$ cat src/rtl/dds_cfg_loader_pkg.sv
// Shared types and constants for the DDS configuration loader.
package dds_pkg;

   // Ring select codes driven onto the DDS address bus.
   localparam logic [1:0] THETAS = 2'd0;
   localparam logic [1:0] DELTAS = 2'd1;
   localparam logic [1:0] AMPLS  = 2'd2;

   typedef enum logic [1:0] {
      CLEAR,
      BURST,
      RUN
   } dds_ld_state_t;

   // Maps a flat set index (theta block, then delta block, then amplitude block)
   // to the ring it belongs to; avoids a generic divider.
   function automatic logic [1:0] ring_sel(input int idx, input int n_ch);
      if (idx < n_ch) begin
         return THETAS;
      end else if (idx < 2 * n_ch) begin
         return DELTAS;
      end else begin
         return AMPLS;
      end
   endfunction

endpackage

$ cat src/rtl/dds_cfg_loader_if.sv
// Valid/ready word stream carrying configuration sets into the loader.
interface dds_cfg_loader_if #(
   parameter int SIG_WIDTH = 16
);
   logic [SIG_WIDTH-1:0] data;
   logic                 valid;
   logic                 last;
   logic                 ready;

   modport master (output data, output valid, output last, input ready);
   modport slave  (input data, input valid, input last, output ready);
endinterface

$ cat src/rtl/dds_cfg_buf.sv
// Set buffer: one register per word, synchronous write, combinational read
// so the burst can look one index ahead into the output registers.
module dds_cfg_buf #(
   parameter int SIG_WIDTH = 16,
   parameter int DEPTH     = 12,
   parameter int AW        = $clog2(DEPTH)
) (
   input  logic                 clk,
   input  logic                 we,
   input  logic [AW-1:0]        waddr,
   input  logic [SIG_WIDTH-1:0] wdata,
   input  logic [AW-1:0]        raddr,
   output logic [SIG_WIDTH-1:0] rdata
);

   logic [SIG_WIDTH-1:0] mem [DEPTH];

   // Store each accepted stream word at its set position.
   always_ff @(posedge clk) begin
      if (we) begin
         mem[waddr] <= wdata;
      end
   end

   assign rdata = mem[raddr];

endmodule

$ cat src/rtl/dds_cfg_loader.sv
// Collects a complete theta/delta/amplitude set, then bursts it gap-free into
// the DDS rings and leaves the DDS running until the next set or a stop.
module dds_cfg_loader
   import dds_pkg::*;
#(
   parameter int SIG_WIDTH = 16,
   parameter int N_CH      = 4
) (
   input  logic                 clk,
   input  logic                 a_rst_n,
   dds_cfg_loader_if.slave      s,
   input  logic                 i_stop,
   input  logic                 i_clr_err,
   output logic                 o_dds_rst,
   output logic                 o_dds_start,
   output logic [1:0]           o_dds_addrs,
   output logic [SIG_WIDTH-1:0] o_dds_fifo_data,
   output logic                 o_busy,
   output logic                 o_err
);

   localparam int              N_WORDS  = 3 * N_CH;
   localparam int              CW       = $clog2(N_WORDS);
   localparam logic [CW-1:0]   LAST_IDX = CW'(N_WORDS - 1);

   dds_ld_state_t        state_reg, state_next;
   logic [CW-1:0]        wcnt_reg, wcnt_next;
   logic [CW-1:0]        rcnt_reg, rcnt_next;
   logic                 err_reg, err_next;
   logic                 dds_rst_reg, dds_rst_next;
   logic                 dds_start_reg, dds_start_next;
   logic [1:0]           dds_addrs_reg, dds_addrs_next;
   logic [SIG_WIDTH-1:0] dds_data_reg, dds_data_next;

   logic                 accept;
   logic                 at_last;
   logic                 set_done;
   logic                 frame_err;
   logic                 buf_we;
   logic [SIG_WIDTH-1:0] rd_data;

   assign s.ready   = (state_reg != BURST);
   assign accept    = s.valid & s.ready;
   assign at_last   = (wcnt_reg == LAST_IDX);
   assign set_done  = accept & s.last & at_last;
   assign frame_err = accept & (s.last ^ at_last);

   // Read address follows the next burst index so the data register loads
   // the word that belongs to the upcoming cycle.
   dds_cfg_buf #(
      .SIG_WIDTH (SIG_WIDTH),
      .DEPTH     (N_WORDS),
      .AW        (CW)
   ) u_buf (
      .clk   (clk),
      .we    (buf_we),
      .waddr (wcnt_reg),
      .wdata (s.data),
      .raddr (rcnt_next),
      .rdata (rd_data)
   );

   // Next-state, counter, framing and DDS output logic.
   always_comb begin
      state_next     = state_reg;
      wcnt_next      = wcnt_reg;
      rcnt_next      = rcnt_reg;
      err_next       = err_reg & ~i_clr_err;
      buf_we         = 1'b0;
      dds_rst_next   = 1'b0;
      dds_start_next = 1'b0;
      dds_addrs_next = THETAS;
      dds_data_next  = '0;

      if (i_stop) begin
         // Abort wins over everything: whatever was collected is dropped.
         state_next = CLEAR;
         wcnt_next  = '0;
         rcnt_next  = '0;
      end else begin
         if (accept) begin
            buf_we = 1'b1;
            if (set_done) begin
               state_next = BURST;
               rcnt_next  = '0;
            end else if (frame_err) begin
               err_next  = 1'b1;
               wcnt_next = '0;
            end else begin
               wcnt_next = wcnt_reg + 1'b1;
            end
         end

         // No words are accepted in BURST, so this never overlaps the above.
         if (state_reg == BURST) begin
            if (rcnt_reg == LAST_IDX) begin
               state_next = RUN;
               rcnt_next  = '0;
               wcnt_next  = '0;
            end else begin
               rcnt_next = rcnt_reg + 1'b1;
            end
         end
      end

      case (state_next)
         CLEAR: dds_rst_next = 1'b1;
         BURST: begin
            dds_addrs_next = ring_sel(int'(rcnt_next), N_CH);
            dds_data_next  = rd_data;
         end
         RUN:     dds_start_next = 1'b1;
         default: dds_rst_next   = 1'b1;
      endcase
   end

   // State, counters, sticky error and registered DDS outputs.
   always_ff @(posedge clk or negedge a_rst_n) begin
      if (!a_rst_n) begin
         state_reg     <= CLEAR;
         wcnt_reg      <= '0;
         rcnt_reg      <= '0;
         err_reg       <= 1'b0;
         dds_rst_reg   <= 1'b1;
         dds_start_reg <= 1'b0;
         dds_addrs_reg <= THETAS;
         dds_data_reg  <= '0;
      end else begin
         state_reg     <= state_next;
         wcnt_reg      <= wcnt_next;
         rcnt_reg      <= rcnt_next;
         err_reg       <= err_next;
         dds_rst_reg   <= dds_rst_next;
         dds_start_reg <= dds_start_next;
         dds_addrs_reg <= dds_addrs_next;
         dds_data_reg  <= dds_data_next;
      end
   end

   assign o_dds_rst       = dds_rst_reg;
   assign o_dds_start     = dds_start_reg;
   assign o_dds_addrs     = dds_addrs_reg;
   assign o_dds_fifo_data = dds_data_reg;
   assign o_busy          = (state_reg == BURST);
   assign o_err           = err_reg;

endmodule

$ cat src/flat_wrapper.sv
// flat-port wrapper written by rule: the top's interface ports become plain ports
module dds_cfg_loader_flat import dds_pkg::*;
#(
   parameter int SIG_WIDTH = 16,
   parameter int N_CH      = 4
)
  (clk, a_rst_n, i_stop, i_clr_err, o_dds_rst, o_dds_start, o_dds_addrs, o_dds_fifo_data, o_busy, o_err, s_data, s_valid, s_last, s_ready);
  dds_cfg_loader_if #(.SIG_WIDTH(SIG_WIDTH)) s_i ();
  input  logic clk;
  input  logic a_rst_n;
  input  logic i_stop;
  input  logic i_clr_err;
  output logic o_dds_rst;
  output logic o_dds_start;
  output logic [1:0] o_dds_addrs;
  output logic [SIG_WIDTH-1:0] o_dds_fifo_data;
  output logic o_busy;
  output logic o_err;
  input wire logic [$bits(s_i.data)-1:0] s_data;
  input wire logic [$bits(s_i.valid)-1:0] s_valid;
  input wire logic [$bits(s_i.last)-1:0] s_last;
  output wire logic [$bits(s_i.ready)-1:0] s_ready;
  assign s_i.data = s_data;
  assign s_i.valid = s_valid;
  assign s_i.last = s_last;
  assign s_ready = s_i.ready;
  dds_cfg_loader #(.SIG_WIDTH(SIG_WIDTH), .N_CH(N_CH)) u_core (.clk(clk), .a_rst_n(a_rst_n), .s(s_i), .i_stop(i_stop), .i_clr_err(i_clr_err), .o_dds_rst(o_dds_rst), .o_dds_start(o_dds_start), .o_dds_addrs(o_dds_addrs), .o_dds_fifo_data(o_dds_fifo_data), .o_busy(o_busy), .o_err(o_err));
endmodule
$ cat config.mk
export PLATFORM = sky130hd
export DESIGN_NAME = dds_cfg_loader_flat
export DESIGN_NICKNAME = d
export VERILOG_FILES = /design/src/rtl/dds_cfg_loader_pkg.sv /design/src/rtl/dds_cfg_loader_if.sv /design/src/rtl/dds_cfg_buf.sv /design/src/rtl/dds_cfg_loader.sv /design/src/flat_wrapper.sv
export SDC_FILE = /design/constraint.sdc
export NUM_CORES = 1
export LEC_CHECK = 0
export BUFFER_PORTS_ARGS = -buffer_cell sky130_fd_sc_hd__buf_2
export CAP_MARGIN = 20
export CORE_MARGIN = 2
export CORE_UTILIZATION = 65
export DETAILED_ROUTE_END_ITERATION = 8
export PLACE_DENSITY = 0.84
export SLEW_MARGIN = 20
export SYNTH_ARGS = -nofsm -noshare
export SYNTH_HDL_FRONTEND = slang
export SYNTH_SLANG_ARGS = --single-unit
export TNS_END_PERCENT = 30
$ cat constraint.sdc
create_clock -name clk -period 4.7 [get_ports clk]
set_input_delay 0.235 -clock clk [delete_from_list [all_inputs] [get_ports clk]]
set_output_delay 0.235 -clock clk [all_outputs]
set_load 0.02 [all_outputs]
==> qor.log <==
[run_status] status finished, final reports clean
[synth] nets in the synthesized netlist 590
[detailed_routing] total vias in the final route 5242
[global_route] via count of the first global-routing pass 5291
[critical_path] sequence of cells on the critical path nand2b_1 > inv_2 > nand2_1 > nand2_1 > nand2_1 > inv_2 > buf_4 > mux4_2 > a221o_1
[global_route] Congestion Overflow GR 0
[synth] instance count of the mapped netlist 561
[synth] most instantiated flip-flop cell in the synthesis netlist sky130_fd_sc_hd__edfxtp_1
[synth] synthesized flop and latch total 223
[final_layout] post-layout utilization of the core 75.10%
[critical_path] WP buf/inv 3
[detailed_routing] number of routed nets with antenna violations 0
[detailed_routing] routed wirelength normalized by instance count 24.15 um
[clock_network] CTS H-Tree Depth 1
[critical_path] CP Capture Type register
[clock_network] TritonCTS buffer count 23
[clock_network] number of clock sinks 223
[timing] final critical delay including setup and external delays 3.425 ns
[critical_path] Worst Path Required 5.07 ns
[synth] count of flip-flops with a built-in enable after synthesis 192
[clock_network] CTS Hold Buffers Added 2
[final_layout] flip-flop count of the largest register after layout 192
[timing] RSZ-0062 raised after global routing false
[timing] post-route fraction of the period consumed by the critical path 72.88%
[run] max-cap violations 0
[clock_network] clk_lat worst skew 0.50 ns
[timing] Total Neg Setup Slack 0 ns
[final_layout] register name with the most flops u_core.u_buf.mem
[die] die outline area 14610 um^2
[die] Die Width 120.9 um
[synth] Unique masters post-synth 51
[clock_network] Clock transition at path regs 0.06 ns
[critical_path] crit-path leading delay family buffers and inverters
[final_layout] number of filler cells placed in the layout 749
[final_layout] ant diodes 0
[critical_path] slowest stage cell, crit path sky130_fd_sc_hd__inv_2
[synth] synthesis warning total 0
[synth] sequential cell area fraction in the yosys report 73.70%
[power_and_ir_drop] highest ir drop seen on vdd 0.3237 mV
[detailed_routing] Pre-Repair DR Iteration Count 7
[synth] Post-synth ARST share 13.90%
[critical_path] critical path fanouts, max 46
[critical_path] largest stage delay on the critical path 0.67 ns
[critical_path] Worst Setup Start Kind register
[critical_path] critical path start-end classification register to register
[detailed_routing] iteration-0 DRC count of the detailed router 613
[die] cell row count 42
[hold_path] Hold WC Path Type input pin to register
[timing] Achievable Freq 0.2919 GHz
[clock_network] clock tree from TritonCTS yes
[placed_design] HPWL after detailed placement 10220 um
[global_route] Overall Global Routing Usage 27.21%
[final_layout] fraction of layout instances using a drive strength above 1 17.63%
[timing] Final setup viols 0
[detailed_routing] Post-Route M1 WL 7321 um
[placed_design] Routability Congestion 0.8401
[detailed_routing] total met2 wirelength after detailed routing 10170 um
[placed_design] cell count after placement 757
[timing] headroom to the max-slew limit 21.87%
[final_layout] area added between synthesis and finish 12.47%
[synth] syn avg cell area 15.82 um^2
[power_and_ir_drop] reported leakage power 3.536 nW
[placed_design] total of buffers placed on input and output ports 44
[final_layout] Final Non-Filler Cells 800
[timing] pin slew with the least headroom to its limit 1.172 ns
[die] Placeable Area 13300 um^2
[global_route] largest net degree at the start of global routing 77
[die] top-level port count 45
[critical_path] reg-to-reg slack, setup 1.27 ns
[synth] area of the mapped netlist 8877 um^2
[detailed_routing] vias per cell 6.553
[critical_path] critical path's most frequent cell sky130_fd_sc_hd__nand2_1
[timing] max-slew violation count 0
[clock_network] post-cts gate resize count 0
[power_and_ir_drop] power density of the placed cells 402.0 nW/um^2
[die] die outline height 120.9 um
[final_layout] fin nets 637
[die] initial cell density of the core 66.77%
[detailed_routing] routed wire length 19320 um
[global_route] antenna violations before repair 0
[detailed_routing] Detail Route met3 WL 1371 um
[critical_path] worst endpoint data arrival time 3.80 ns
[detailed_routing] number of remaining DRC errors 0
[timing] Fin. Hold Viols 0
[global_route] global-route wire length before repair 29290 um
[detailed_routing] top routing layer in use met4
[timing] Fin Clk Skew 0.01741 ns
[clock_network] maximum count of clock buffers along a single path 3
[clock_network] root buffer cell sky130_fd_sc_hd__clkbuf_16
[clock_network] buffer count from post-CTS setup fixing 0
[final timing paths]
path                       cells after the start                          start                              endpoint
min                                            1                      s_data[0]      u_core.u_buf.mem[0][0]$_DFFE_PP_
max in group asynchronous                      2                        a_rst_n       u_core.o_dds_addrs[1]$_DFF_PN0_
max reg2reg                                    9  u_core.state_reg[1]$_DFF_PN0_  u_core.o_dds_fifo_data[11]$_DFF_PN0_
min in group asynchronous                      2                        a_rst_n          u_core.wcnt_reg[2]$_DFF_PN0_
max                                            9  u_core.state_reg[1]$_DFF_PN0_  u_core.o_dds_fifo_data[11]$_DFF_PN0_
min reg2reg                                    2         u_core.o_err$_DFF_PN0_                u_core.o_err$_DFF_PN0_
[cells in the mapped netlist (2+ instances only)]
| master | instances | share of area [%] |
|---|---|---|
| sky130_fd_sc_hd__a21oi_1 | 38 | 2.1 |
| sky130_fd_sc_hd__a221o_1 | 14 | 1.6 |
| sky130_fd_sc_hd__a221oi_1 | 16 | 1.6 |
| sky130_fd_sc_hd__a22oi_1 | 2 | 0.17 |
| sky130_fd_sc_hd__a2bb2oi_1 | 2 | 0.20 |
| sky130_fd_sc_hd__a31oi_1 | 3 | 0.21 |
| sky130_fd_sc_hd__a32oi_1 | 14 | 1.4 |
| sky130_fd_sc_hd__and2_1 | 5 | 0.35 |
| sky130_fd_sc_hd__and3_1 | 7 | 0.49 |
| sky130_fd_sc_hd__buf_2 | 13 | 0.73 |
| sky130_fd_sc_hd__buf_6 | 4 | 0.51 |
| sky130_fd_sc_hd__clkbuf_1 | 13 | 0.55 |
| sky130_fd_sc_hd__dfrtp_1 | 30 | 8.5 |
| sky130_fd_sc_hd__edfxtp_1 | 192 | 65 |
| sky130_fd_sc_hd__ha_1 | 7 | 0.99 |
| sky130_fd_sc_hd__inv_1 | 14 | 0.59 |
| sky130_fd_sc_hd__inv_2 | 3 | 0.13 |
| sky130_fd_sc_hd__mux2i_1 | 16 | 1.8 |
| sky130_fd_sc_hd__mux4_2 | 15 | 3.8 |
| sky130_fd_sc_hd__nand2_1 | 75 | 3.2 |
| sky130_fd_sc_hd__nand2b_1 | 3 | 0.21 |
| sky130_fd_sc_hd__nand3_1 | 5 | 0.28 |
| sky130_fd_sc_hd__nand4_1 | 3 | 0.21 |
| sky130_fd_sc_hd__nor2_1 | 15 | 0.63 |
| sky130_fd_sc_hd__nor2b_1 | 2 | 0.14 |
| sky130_fd_sc_hd__nor3_1 | 4 | 0.23 |
| sky130_fd_sc_hd__nor4b_1 | 3 | 0.30 |
| sky130_fd_sc_hd__o211ai_1 | 8 | 0.68 |
| sky130_fd_sc_hd__o21ai_0 | 8 | 0.45 |
| sky130_fd_sc_hd__o21ai_1 | 3 | 0.17 |
| sky130_fd_sc_hd__o22ai_1 | 2 | 0.14 |
| sky130_fd_sc_hd__o32ai_1 | 2 | 0.20 |
| sky130_fd_sc_hd__xnor2_1 | 2 | 0.20 |
[metrics by stage]
stage	worst slack (ns)	hold WS [ns]	cell area [um^2]	power, W
floorplan	2.114	-0.06059	8877	0.002236
global placement	1.484	0.3759	9225	0.002277
detailed placement	1.385	0.3890	9225	0.002282
CTS	1.345	0.05680	9983	0.004025
global route	1.125	0.06729	9985	0.004116
finish	1.275	0.06337	9985	0.004014
[report_power, final]
| part | internal [W] | leakage [nW] | switching [W] |
|---|---|---|---|
| sequential | 0.00217 | 2.16 | 0.00000492 |
| clock | 0.00106 | 0.362 | 0.000716 |
| combinational | 0.0000164 | 1.02 | 0.0000556 |
[worst reg2reg max path: cells and delay by family, from the launching register on]
kind | cells | cell delay (ns)
AOI/OAI and AO/OA | 1 | 0.35
and+or+nand+nor | 4 | 0.72
DFF | 1 | 0.40
muxes | 1 | 0.33
buffers and inverters | 3 | 1.50
[area by class of cell]
class / count / area (um^2) / share of cell area [%]
clock buffers: 30 / 631.9 / 6.328
repair buffers: 53 / 305.3 / 3.058
flip-flops and latches: 223 / 6543 / 65.53
multi-input cells: 290 / 2115 / 21.18
inverters: 17 / 63.81 / 0.6391
well taps: 176 / 220.2 / 2.206
clock inverters: 11 / 106.4 / 1.065
[cells in the final DEF, fill, tap and decap left out, drive strengths merged, types with 4 or more instances in the layout]
cell | netlist | final
edfxtp | 192 | 192
nand2 | 75 | 75
buf | 18 | 51
a21oi | 38 | 38
dfrtp | 30 | 30
clkbuf | 13 | 30
inv | 17 | 18
mux2i | 16 | 16
a221oi | 16 | 16
nor2 | 15 | 15
mux4 | 15 | 15
a32oi | 14 | 14
a221o | 14 | 14
o21ai | 12 | 12
o211ai | 8 | 8
clkinv | 0 | 8
and3 | 7 | 7
ha | 7 | 7
nand3 | 5 | 5
and2 | 5 | 5
nor3 | 4 | 4
a31oi | 4 | 4
[per-layer routing]
metal,GRT usage (%),vias to the layer above
met1,35.39,2668
met2,45.72,240
met5,0,-
li1,-,2294
met4,10.97,0
met3,5.169,40
[cells by family (layout without fill, tap and decap cells)]
kind of cell,count (synthesis),count (layout),synth area share [%]
flops,223,223,73.70
simple gates,129,129,6.681
compound gates,120,120,10.15
buf+inv,48,111,2.551
mux,32,32,5.736
fa+ha+maj,7,7,0.9866
xor+xnor,2,2,0.1974
(Power assumes the default switching activity.)
